[src/rtl/riscv_pkg.sv]
// riscv_pkg: shared types for the pipeline hazard controller
package riscv_pkg;
    typedef enum logic [1:0] {
        FWD_RF  = 2'b00,
        FWD_WB  = 2'b01,
        FWD_MEM = 2'b10
    } fwd_sel_t;
    typedef enum logic {
        RUN,
        MDU_BUSY
    } hz_state_t;
endpackage

[src/rtl/hazard_fwd.sv]
// hazard_fwd: combinational operand forwarding select for one E-stage source
module hazard_fwd
    import riscv_pkg::*;
(
    input  logic [4:0] rs,
    input  logic [4:0] rd_m,
    input  logic [4:0] rd_w,
    input  logic       regwrite_m,
    input  logic       regwrite_w,
    output fwd_sel_t   fwd
);
    logic hit_m, hit_w;
    assign hit_m = regwrite_m && rd_m != 5'd0 && rd_m == rs;
    assign hit_w = regwrite_w && rd_w != 5'd0 && rd_w == rs;
    assign fwd = hit_m ? FWD_MEM : hit_w ? FWD_WB : FWD_RF;
endmodule

[src/rtl/hazard_ctrl.sv]
// hazard_ctrl: per-stage enable/flush generation, forwarding selects and
// stall counting for the 5-stage core
module hazard_ctrl
    import riscv_pkg::*;
#(
    parameter int MDU_LATENCY = 4,
    parameter int CNT_W       = 32
) (
    input  logic             clk,
    input  logic             rst,
    input  logic [4:0]       rs1_d,
    input  logic [4:0]       rs2_d,
    input  logic [4:0]       rs1_e,
    input  logic [4:0]       rs2_e,
    input  logic [4:0]       rd_e,
    input  logic [4:0]       rd_m,
    input  logic [4:0]       rd_w,
    input  logic             regwrite_m,
    input  logic             regwrite_w,
    input  logic             load_e,
    input  logic             mdu_e,
    input  logic             branch_taken_e,
    input  logic             dmem_req_m,
    input  logic             dmem_ack,
    output logic [1:0]       fwd_a_e,
    output logic [1:0]       fwd_b_e,
    output logic             en_pc,
    output logic             en_fd,
    output logic             en_de,
    output logic             en_em,
    output logic             en_mw,
    output logic             clr_fd,
    output logic             clr_de,
    output logic             clr_em,
    output logic             clr_mw,
    output logic [CNT_W-1:0] stall_cycles
);
    localparam int CW = $clog2(MDU_LATENCY);
    fwd_sel_t fwd_a, fwd_b;
    hz_state_t state, state_nx;
    logic [CW-1:0] cnt, cnt_nx;
    logic mem_stall, lu_stall, mdu_hold;
    hazard_fwd u_fwd_a (
        .rs(rs1_e), .rd_m(rd_m), .rd_w(rd_w),
        .regwrite_m(regwrite_m), .regwrite_w(regwrite_w), .fwd(fwd_a)
    );
    hazard_fwd u_fwd_b (
        .rs(rs2_e), .rd_m(rd_m), .rd_w(rd_w),
        .regwrite_m(regwrite_m), .regwrite_w(regwrite_w), .fwd(fwd_b)
    );
    assign fwd_a_e = fwd_a;
    assign fwd_b_e = fwd_b;
    assign mem_stall = dmem_req_m && !dmem_ack;
    assign lu_stall = load_e && rd_e != 5'd0 && (rd_e == rs1_d || rd_e == rs2_d);
    always_ff @(posedge clk) begin
        if (rst) begin
            state <= RUN;
            cnt   <= '0;
        end else begin
            state <= state_nx;
            cnt   <= cnt_nx;
        end
    end
    // cnt keeps running through memory waits; only the release waits for them
    always_comb begin
        state_nx = state;
        cnt_nx   = cnt;
        mdu_hold = 1'b0;
        if (state == RUN) begin
            if (mdu_e && !mem_stall) begin
                mdu_hold = 1'b1;
                state_nx = MDU_BUSY;
                cnt_nx   = CW'(MDU_LATENCY - 2);
            end
        end else if (cnt != '0) begin
            mdu_hold = 1'b1;
            cnt_nx   = cnt - 1'b1;
        end else if (mem_stall) begin
            mdu_hold = 1'b1;
        end else begin
            state_nx = RUN;
        end
    end
    always_comb begin
        {en_pc, en_fd, en_de, en_em, en_mw} = 5'b11111;
        {clr_fd, clr_de, clr_em, clr_mw} = 4'b0000;
        if (rst) begin
            {clr_fd, clr_de, clr_em, clr_mw} = 4'b1111;
        end else if (mem_stall) begin
            {en_pc, en_fd, en_de, en_em, en_mw} = 5'b00000;
            clr_mw = 1'b1;
        end else begin
            if (mdu_hold) begin
                {en_pc, en_fd, en_de} = 3'b000;
                clr_em = 1'b1;
            end else if (lu_stall) begin
                {en_pc, en_fd} = 2'b00;
                clr_de = 1'b1;
            end
            if (branch_taken_e) {clr_fd, clr_de} = 2'b11;
        end
    end
    always_ff @(posedge clk) begin
        if (rst) stall_cycles <= '0;
        else if (!en_pc) stall_cycles <= stall_cycles + 1'b1;
    end
endmodule
[config.mk]
export PLATFORM = sky130hd
export DESIGN_NAME = hazard_ctrl
export DESIGN_NICKNAME = d
export VERILOG_FILES = /design/src/rtl/riscv_pkg.sv /design/src/rtl/hazard_fwd.sv /design/src/rtl/hazard_ctrl.sv
export SDC_FILE = /design/constraint.sdc
export NUM_CORES = 1
export LEC_CHECK = 0
export CORE_MARGIN = 2
export CORE_UTILIZATION = 49
export DETAILED_ROUTE_END_ITERATION = 7
export HOLD_SLACK_MARGIN = 0.05
export PLACE_DENSITY_LB_ADDON = 0.05
export SYNTH_ARGS = -nofsm -noshare
export SYNTH_HDL_FRONTEND = slang
export SYNTH_HIERARCHICAL = 1
export SYNTH_SLANG_ARGS = --single-unit
[constraint.sdc]
create_clock -name clk -period 3.35 [get_ports clk]
set_input_delay 0.67 -clock clk [delete_from_list [all_inputs] [get_ports clk]]
set_output_delay 0.67 -clock clk [all_outputs]
set_load 0.01 [all_outputs]
==> summary.txt, run 1 <==
Synth
  – Main synth FF type: dfxtp_1
  – Post-synth EDFFs: 0
  – Post-synthesis instance total: 291
  – Async set-reset flop share out of synthesis: 0
  – Post-synthesis sequential area ratio: 0.2862
  – Post-synthesis instance area: 2449 um2
  – Synth cell types: 48
  – Syn_area_per_cell: 8.414 um2
  – Flops & latches, synth: 35
  – Syn_nets: 337
  – Yosys Warn Count: 6

STA
  – Hold Slack: 0.4812 ns
  – Setup TNS: 0 ns
  – Final worst path period share: 0.9328
  – Slew headroom: 0.6785
  – Skew final: 0.006492 ns
  – Worst Tran Pin Value: 0.4823 ns
  – Hold Fails Final Rpt: 0
  – RSZ-0062 raised after global routing: false
  – Max Fclk: 0.3200 GHz
  – Slew Viols, Final: 0
  – Min Tclk post-route: 3.125 ns
  – Final setup violation count: 0
  – Final WS setup: 0.2252 ns

Global routing
  – GRT Util Overall: 0.2222
  – First-pass GRT wire length: 9742 um
  – Largest net degree at the start of global routing: 45
  – Vias in the first global route: 2154
  – Initial antenna violation count: 0
  – Total grt overflow: 0

CTS
  – Clock-pin slew on the worst setup and hold paths: 0.07 ns
  – CTS tree: built
  – Max H-tree Level: 2
  – Clock root cell: clkbuf_8
  – Clock Tree Buf Depth: 2
  – Insertion delay to the later sink of the worst-skew pair: 0.28 ns
  – Inserted Clock Buffers: 5
  – Hold-fix buffers at CTS: 0
  – CTS sink cnt: 35

Worst hold path
  – Hold Path Stages: 2
  – Worst hold start: cnt[1]$_SDFFE_PP0P_
  – Worst min path class: reg -> reg

Route
  – Initial DRC count: 43
  – Via-to-Cell Ratio: 5.291
  – Via count: 2381
  – Pre-Repair DR Iteration Count: 4
  – Antenna-violating nets left: 0
  – # DRC: 0
  – DRT Wirelength: 5985 um
  – DR WL/cell: 13.30 um

Setup path
  – Startpoint types: input port
  – CP Launch Point: rd_m[0]
  – Critical path required time: 2.68 ns
  – Crit-path cells: clkdlybuf4s50_1, o41ai_2, a211oi_2, nor3_2, clkdlybuf4s50_1
  – Endpoint class of the critical path: output port
  – Critical register-to-register path startpoint: stall_cycles[6]$_SDFFE_PP0N_
  – Top cell by count, worst path: clkdlybuf4s50_1
  – Master of the slowest instance on the critical path: clkdlybuf4s50_1
  – Critical path's largest stage delay: 0.55 ns
  – Worst path top cell family by delay: buffers and inverters
  – Setup CP Type: in -> out
  – Critical Path Stages: 5
  – CP max FO: 4
  – Cells on worst reg2reg path: 6
  – Critical Path AT: 2.45 ns
  – Bufs and invs on worst path: 2

Die
  – Ports: 89
  – Core ar.: 4786 um2
  – Die extent in y: 74.69 um
  – DIE AREA: 5579 um2
  – Initial Util: 0.5116
  – Die extent in x: 74.69 um
  – Num rows: 25

Finish
  – # diodes: 0
  – P&R area growth vs syn: 42.31%
  – Nets: 428
  – # fillers: 418
  – Final cell count without fillers: 450
  – Share of layout cells above drive strength 1: 0.1958

Power and ir drop
  – Leak pwr: 1.163 nW
  – Worst VDD drop: 0.3274 mV
  – PwrDens: 265.2 nW/um2

Place
  – Placed cells: 442
  – DP HPWL: 4511 um
  – Setup Slack @ Placement: 0.006225 ns
  – Gpl congestion: 0.7900
  – IO Port Bufs: 88

Status
  – Status: finished clean

Run
  – Max cap viols: 0
## through the flow
stage / cell area (um2) / power (W) / util
after floorplan: 2449 / 0.0005373 / -
after global placement: 3390 / 0.0006423 / 0.7082
after detailed placement: 3390 / 0.0006469 / 0.7082
after CTS: 3475 / 0.0009377 / 0.7260
after global routing: 3485 / 0.0009682 / 0.7281
final: 3485 / 0.0009242 / 0.7281
## power by group
group	switching, W	leakage (nW)	internal (W)
logic	0.0000891	0.838	0.000116
registers	0.00000863	0.283	0.000424
clock network	0.000141	0.0422	0.000146
total	0.000239	1.16	0.000685
## routing by layer
metal | track usage | wire (um)
met1 | 0.2894 | 2726
met2 | 0.3658 | 2859
met3 | 0.04685 | 307
met4 | 0.07937 | 92
met5 | 0 | 0
## flip-flops by register name (all words and copies together), names as in the netlist
name / count
state: 1
cnt: 2
stall_cycles: 32
## cells in the mapped netlist (2+ instances only)
cell,count,area (um2)
nand3_1,19,95.09
o21ai_0,6,30.03
nand2b_1,5,31.28
and4_1,3,26.28
nor2_1,24,90.09
o41ai_2,2,32.53
buf_2,2,10.01
dfxtp_1,35,700.7
xnor2_1,20,175.2
inv_1,4,15.01
and3_2,2,15.01
a211oi_2,2,25.02
a21o_1,2,15.01
nor3_2,3,30.03
a21oi_2,9,78.83
buf_4,4,30.03
nor3_1,6,30.03
mux2_2,12,135.1
nor4_1,2,12.51
nor2b_1,14,87.58
a211oi_1,2,15.01
or4_1,3,22.52
clkbuf_1,4,15.01
o31ai_1,2,15.01
nand2_1,20,75.07
nand4_1,9,56.30
or3_1,6,37.54
or2_2,2,12.51
ha_1,2,25.02
o21ai_2,9,78.83
xor2_1,7,61.31
a21oi_1,23,115.1
or3_2,10,75.07
buf_6,2,22.52
## cells in the final DEF (no fill, tap or decap), drive strengths merged, types with 3 or more instances in the layout
cell	n
nand4	9
inv	4
a211oi	4
clkdlybuf4s50	83
o21ai	15
dlymetal6s2s	4
xnor2	20
mux2	12
xor2	8
or3	16
and3	4
nor2b	14
nor2	24
nand2b	5
dfxtp	35
nor3	9
buf	11
or4	3
nand3	20
clkbuf	7
nand2	20
and4	3
a21oi	33
## path summary, 6_finish.rpt
check | slack, ns | endpoint
min reg2reg | 0.48 | cnt[1]$_SDFFE_PP0P_
max reg2reg | 1.12 | stall_cycles[25]$_SDFFE_PP0N_
min | 0.48 | cnt[1]$_SDFFE_PP0P_
max | 0.23 | fwd_b_e[0]
## worst min-delay path: cells and delay by family (launching register included)
| kind | cells | cell delay (ns) |
|---|---|---|
| AOI/OAI and AO/OA | 1 | 0.07 |
| buffers and inverters | 1 | 0.06 |
| DFF | 1 | 0.30 |
## layout make-up
type	count	area, um2	share of cell area
multi-input cells	238	1630	0.4679
repair buffers	98	973.4	0.2794
flip-flops and latches	35	700.7	0.2011
well taps	67	83.83	0.02406
clock buffers	7	76.32	0.02190
inverters	4	15.01	0.004309
clock inverters	1	5.005	0.001436
## cell families (layout without fill, tap and decap cells)
logic type / after synthesis / count (layout) / share of synthesized area
and+or+nand+nor: 133 / 133 / 0.3015
AOI/OAI and AO/OA: 62 / 62 / 0.1901
DFF: 35 / 35 / 0.2862
xor gates and xnor gates: 28 / 28 / 0.1032
buffers and inverters: 18 / 110 / 0.04956
muxes: 13 / 13 / 0.05927
adders and majority gates: 2 / 2 / 0.01022
## what timing repair did
item                       in CTS  in global routing
gates resized for setup         1                  4
setup endpoints to repair       1                  3
hold endpoints to repair        0                  0
setup buffers                   0                  0
Power figures use the tool's default switching activity.
==> run 2: changes to the inputs <==
--- a/config.mk
+++ b/config.mk
@@ -5,8 +5,11 @@
 export SDC_FILE = /design/constraint.sdc
 export NUM_CORES = 1
 export LEC_CHECK = 0
+export CAP_MARGIN = 30
+export CELL_PAD_IN_SITES_DETAIL_PLACEMENT = 0
+export CELL_PAD_IN_SITES_GLOBAL_PLACEMENT = 2
 export CORE_MARGIN = 2
-export CORE_UTILIZATION = 49
+export CORE_UTILIZATION = 27
 export DETAILED_ROUTE_END_ITERATION = 7
 export HOLD_SLACK_MARGIN = 0.05
 export PLACE_DENSITY_LB_ADDON = 0.05
==> run 2 against run 1 <==
  * Worst hold slack gained 0.0073 ns
  * Worst setup slack gained 0.018 ns
  * Combinational power is essentially flat
  * Critical endpoint is now fwd_a_e[0]
  * Largest cell class unchanged
==> summary.txt, run 2 (synthesized netlist as in run 1, its figures left out) <==
CTS
  – CTS sink cnt: 35
  – Insertion delay to the later sink of the worst-skew pair: 0.29 ns
  – Clock-pin slew on the worst setup and hold paths: 0.07 ns
  – Hold-fix buffers at CTS: 0
  – Clock Tree Buf Depth: 2
  – Inserted Clock Buffers: 5
  – CTS tree: built
  – Max H-tree Level: 2
  – Clock root cell: clkbuf_8

Finish
  – Biggest regs: stall_cycles x32, cnt x2, state x1
  – Final cell count without fillers: 492
  – Most flops, register: stall_cycles
  – Max FFs per register: 32
  – Share of layout cells above drive strength 1: 0.2031
  – P&R area growth vs syn: 45.53%
  – Post-route cell area: 3563 um2
  – # fillers: 933
  – Nets: 429
  – Most frequent cells in the layout: 84 x clkdlybuf4s50_1, 35 x dfxtp_1, 24 x nor2_1
  – Commonest non-fill, non-tap cell in the layout: clkdlybuf4s50_1
  – # diodes: 0

Setup path
  – Crit-path cells: clkdlybuf4s50_1, o41ai_2, a211oi_2, nor3_2, clkdlybuf4s50_1
  – Critical path required time: 2.68 ns
  – Top cell by count, worst path: clkdlybuf4s50_1
  – Master of the slowest instance on the critical path: clkdlybuf4s50_1
  – Critical Path AT: 2.44 ns
  – Startpoint types: input port
  – Critical register-to-register path startpoint: stall_cycles[6]$_SDFFE_PP0N_
  – Setup CP Type: in -> out
  – CP max FO: 4
  – CP Launch Point: rd_m[0]
  – Critical path's largest stage delay: 0.55 ns
  – Endpoint class of the critical path: output port

Place
  – DP HPWL: 5343 um
  – Setup Slack @ Placement: 0.01718 ns
  – IO Port Bufs: 88
  – Area after DPL: 3448 um2
  – Placed cells: 484
  – Gpl congestion: 0.7977

STA
  – Hold Fails Final Rpt: 0
  – Worst Tran Pin Value: 0.4823 ns
  – Hold Slack: 0.4885 ns
  – Max Fclk: 0.3218 GHz
  – Final WS setup: 0.2429 ns
  – Setup TNS: 0 ns
  – Final setup violation count: 0
  – Slew headroom: 0.6777
  – Min Tclk post-route: 3.107 ns
  – Skew final: 0.006815 ns
  – RSZ-0062 raised after global routing: false
  – Final worst path period share: 0.9275
  – Slew Viols, Final: 0

Global routing
  – Met3 usage: 0.02530
  – Initial antenna violation count: 0
  – GRT Util Overall: 0.1445
  – Vias in the first global route: 2364
  – GRT busiest layer: met2
  – First-pass GRT wire length: 11610 um
  – Total grt overflow: 0
  – Largest net degree at the start of global routing: 42
  – Met2 usage: 0.2557
  – GR Util met1: 0.1809

Die
  – Core ar.: 8763 um2
  – DIE AREA: 9847 um2
  – Die extent in y: 99.23 um
  – Num rows: 34
  – Initial Util: 0.2794
  – Die extent in x: 99.23 um
  – Ports: 89

Power and ir drop
  – PwrDens: 276.7 nW/um2
  – Leak pwr: 1.167 nW
  – Worst VDD drop: 0.1739 mV

Status
  – Status: finished clean

Route
  – DRT Wirelength: 7053 um
  – Via count: 2394
  – Pre-Repair DR Iteration Count: 4
  – DR WL/cell: 14.34 um
  – Initial DRC count: 61
  – Antenna-violating nets left: 0
  – Via-to-Cell Ratio: 4.866
  – # DRC: 0

Worst hold path
  – Worst min path class: reg -> reg
  – Worst hold start: cnt[1]$_SDFFE_PP0P_

Run
  – Max cap viols: 0
[run 2: metal layers]
| metal | part of all wire | up-vias |
|---|---|---|
| met1 | 0.47 | 1113 |
| met3 | 0.044 | 6 |
| met2 | 0.48 | 52 |
| met4 | 0.0075 | 0 |
| li1 | - | 1223 |
| met5 | 0 | - |
[run 2: final cells by class]
class | instances | area [um2] | area share
clock buffer | 7 | 96.34 | 0.02704
clock inverter | 1 | 7.507 | 0.002107
inverter | 4 | 15.01 | 0.004213
multi-input combinational | 238 | 1630 | 0.4575
sequential | 35 | 700.7 | 0.1966
tap | 108 | 135.1 | 0.03792
timing repair buffer | 99 | 978.4 | 0.2746
[run 2: final timing paths]
kind / to / slack (ns) / cells after the start
hold / removal: cnt[1]$_SDFFE_PP0P_ / 0.49 / 2
setup / recovery: fwd_a_e[0] / 0.24 / 5
setup reg to reg: stall_cycles[25]$_SDFFE_PP0N_ / 1.06 / 6
hold reg to reg: cnt[1]$_SDFFE_PP0P_ / 0.49 / 2
[run 2: where the power goes]
part | switching [W] | internal, W
Sequential | 0.00000874 | 0.000423
Clock | 0.000159 | 0.000187
Combinational | 0.0000911 | 0.000117
Total | 0.000259 | 0.000727
[run 2: critical path: cells and delay by family]
| kind | cells | cell delay [ns] |
|---|---|---|
| AOI/OAI and AO/OA | 2 | 0.53 |
| buffers and inverters | 2 | 1.06 |
| and+or+nand+nor | 1 | 0.18 |
[run 2: per-stage QoR]
stage | power [W] | utilization
final | 0.0009859 | 0.4066
after global routing | 0.001044 | 0.4066
after CTS | 0.001006 | 0.4053
after detailed placement | 0.0006509 | 0.3935
after global placement | 0.0006501 | 0.3935
after floorplan | 0.0005373 | -
[run 2: repair_timing]
item                                    in CTS  in global routing
endpoints found under the setup margin       0                  3
setup buffers                                0                  0
resized for setup                            0                  4
hold endpoints to repair                     0                  0
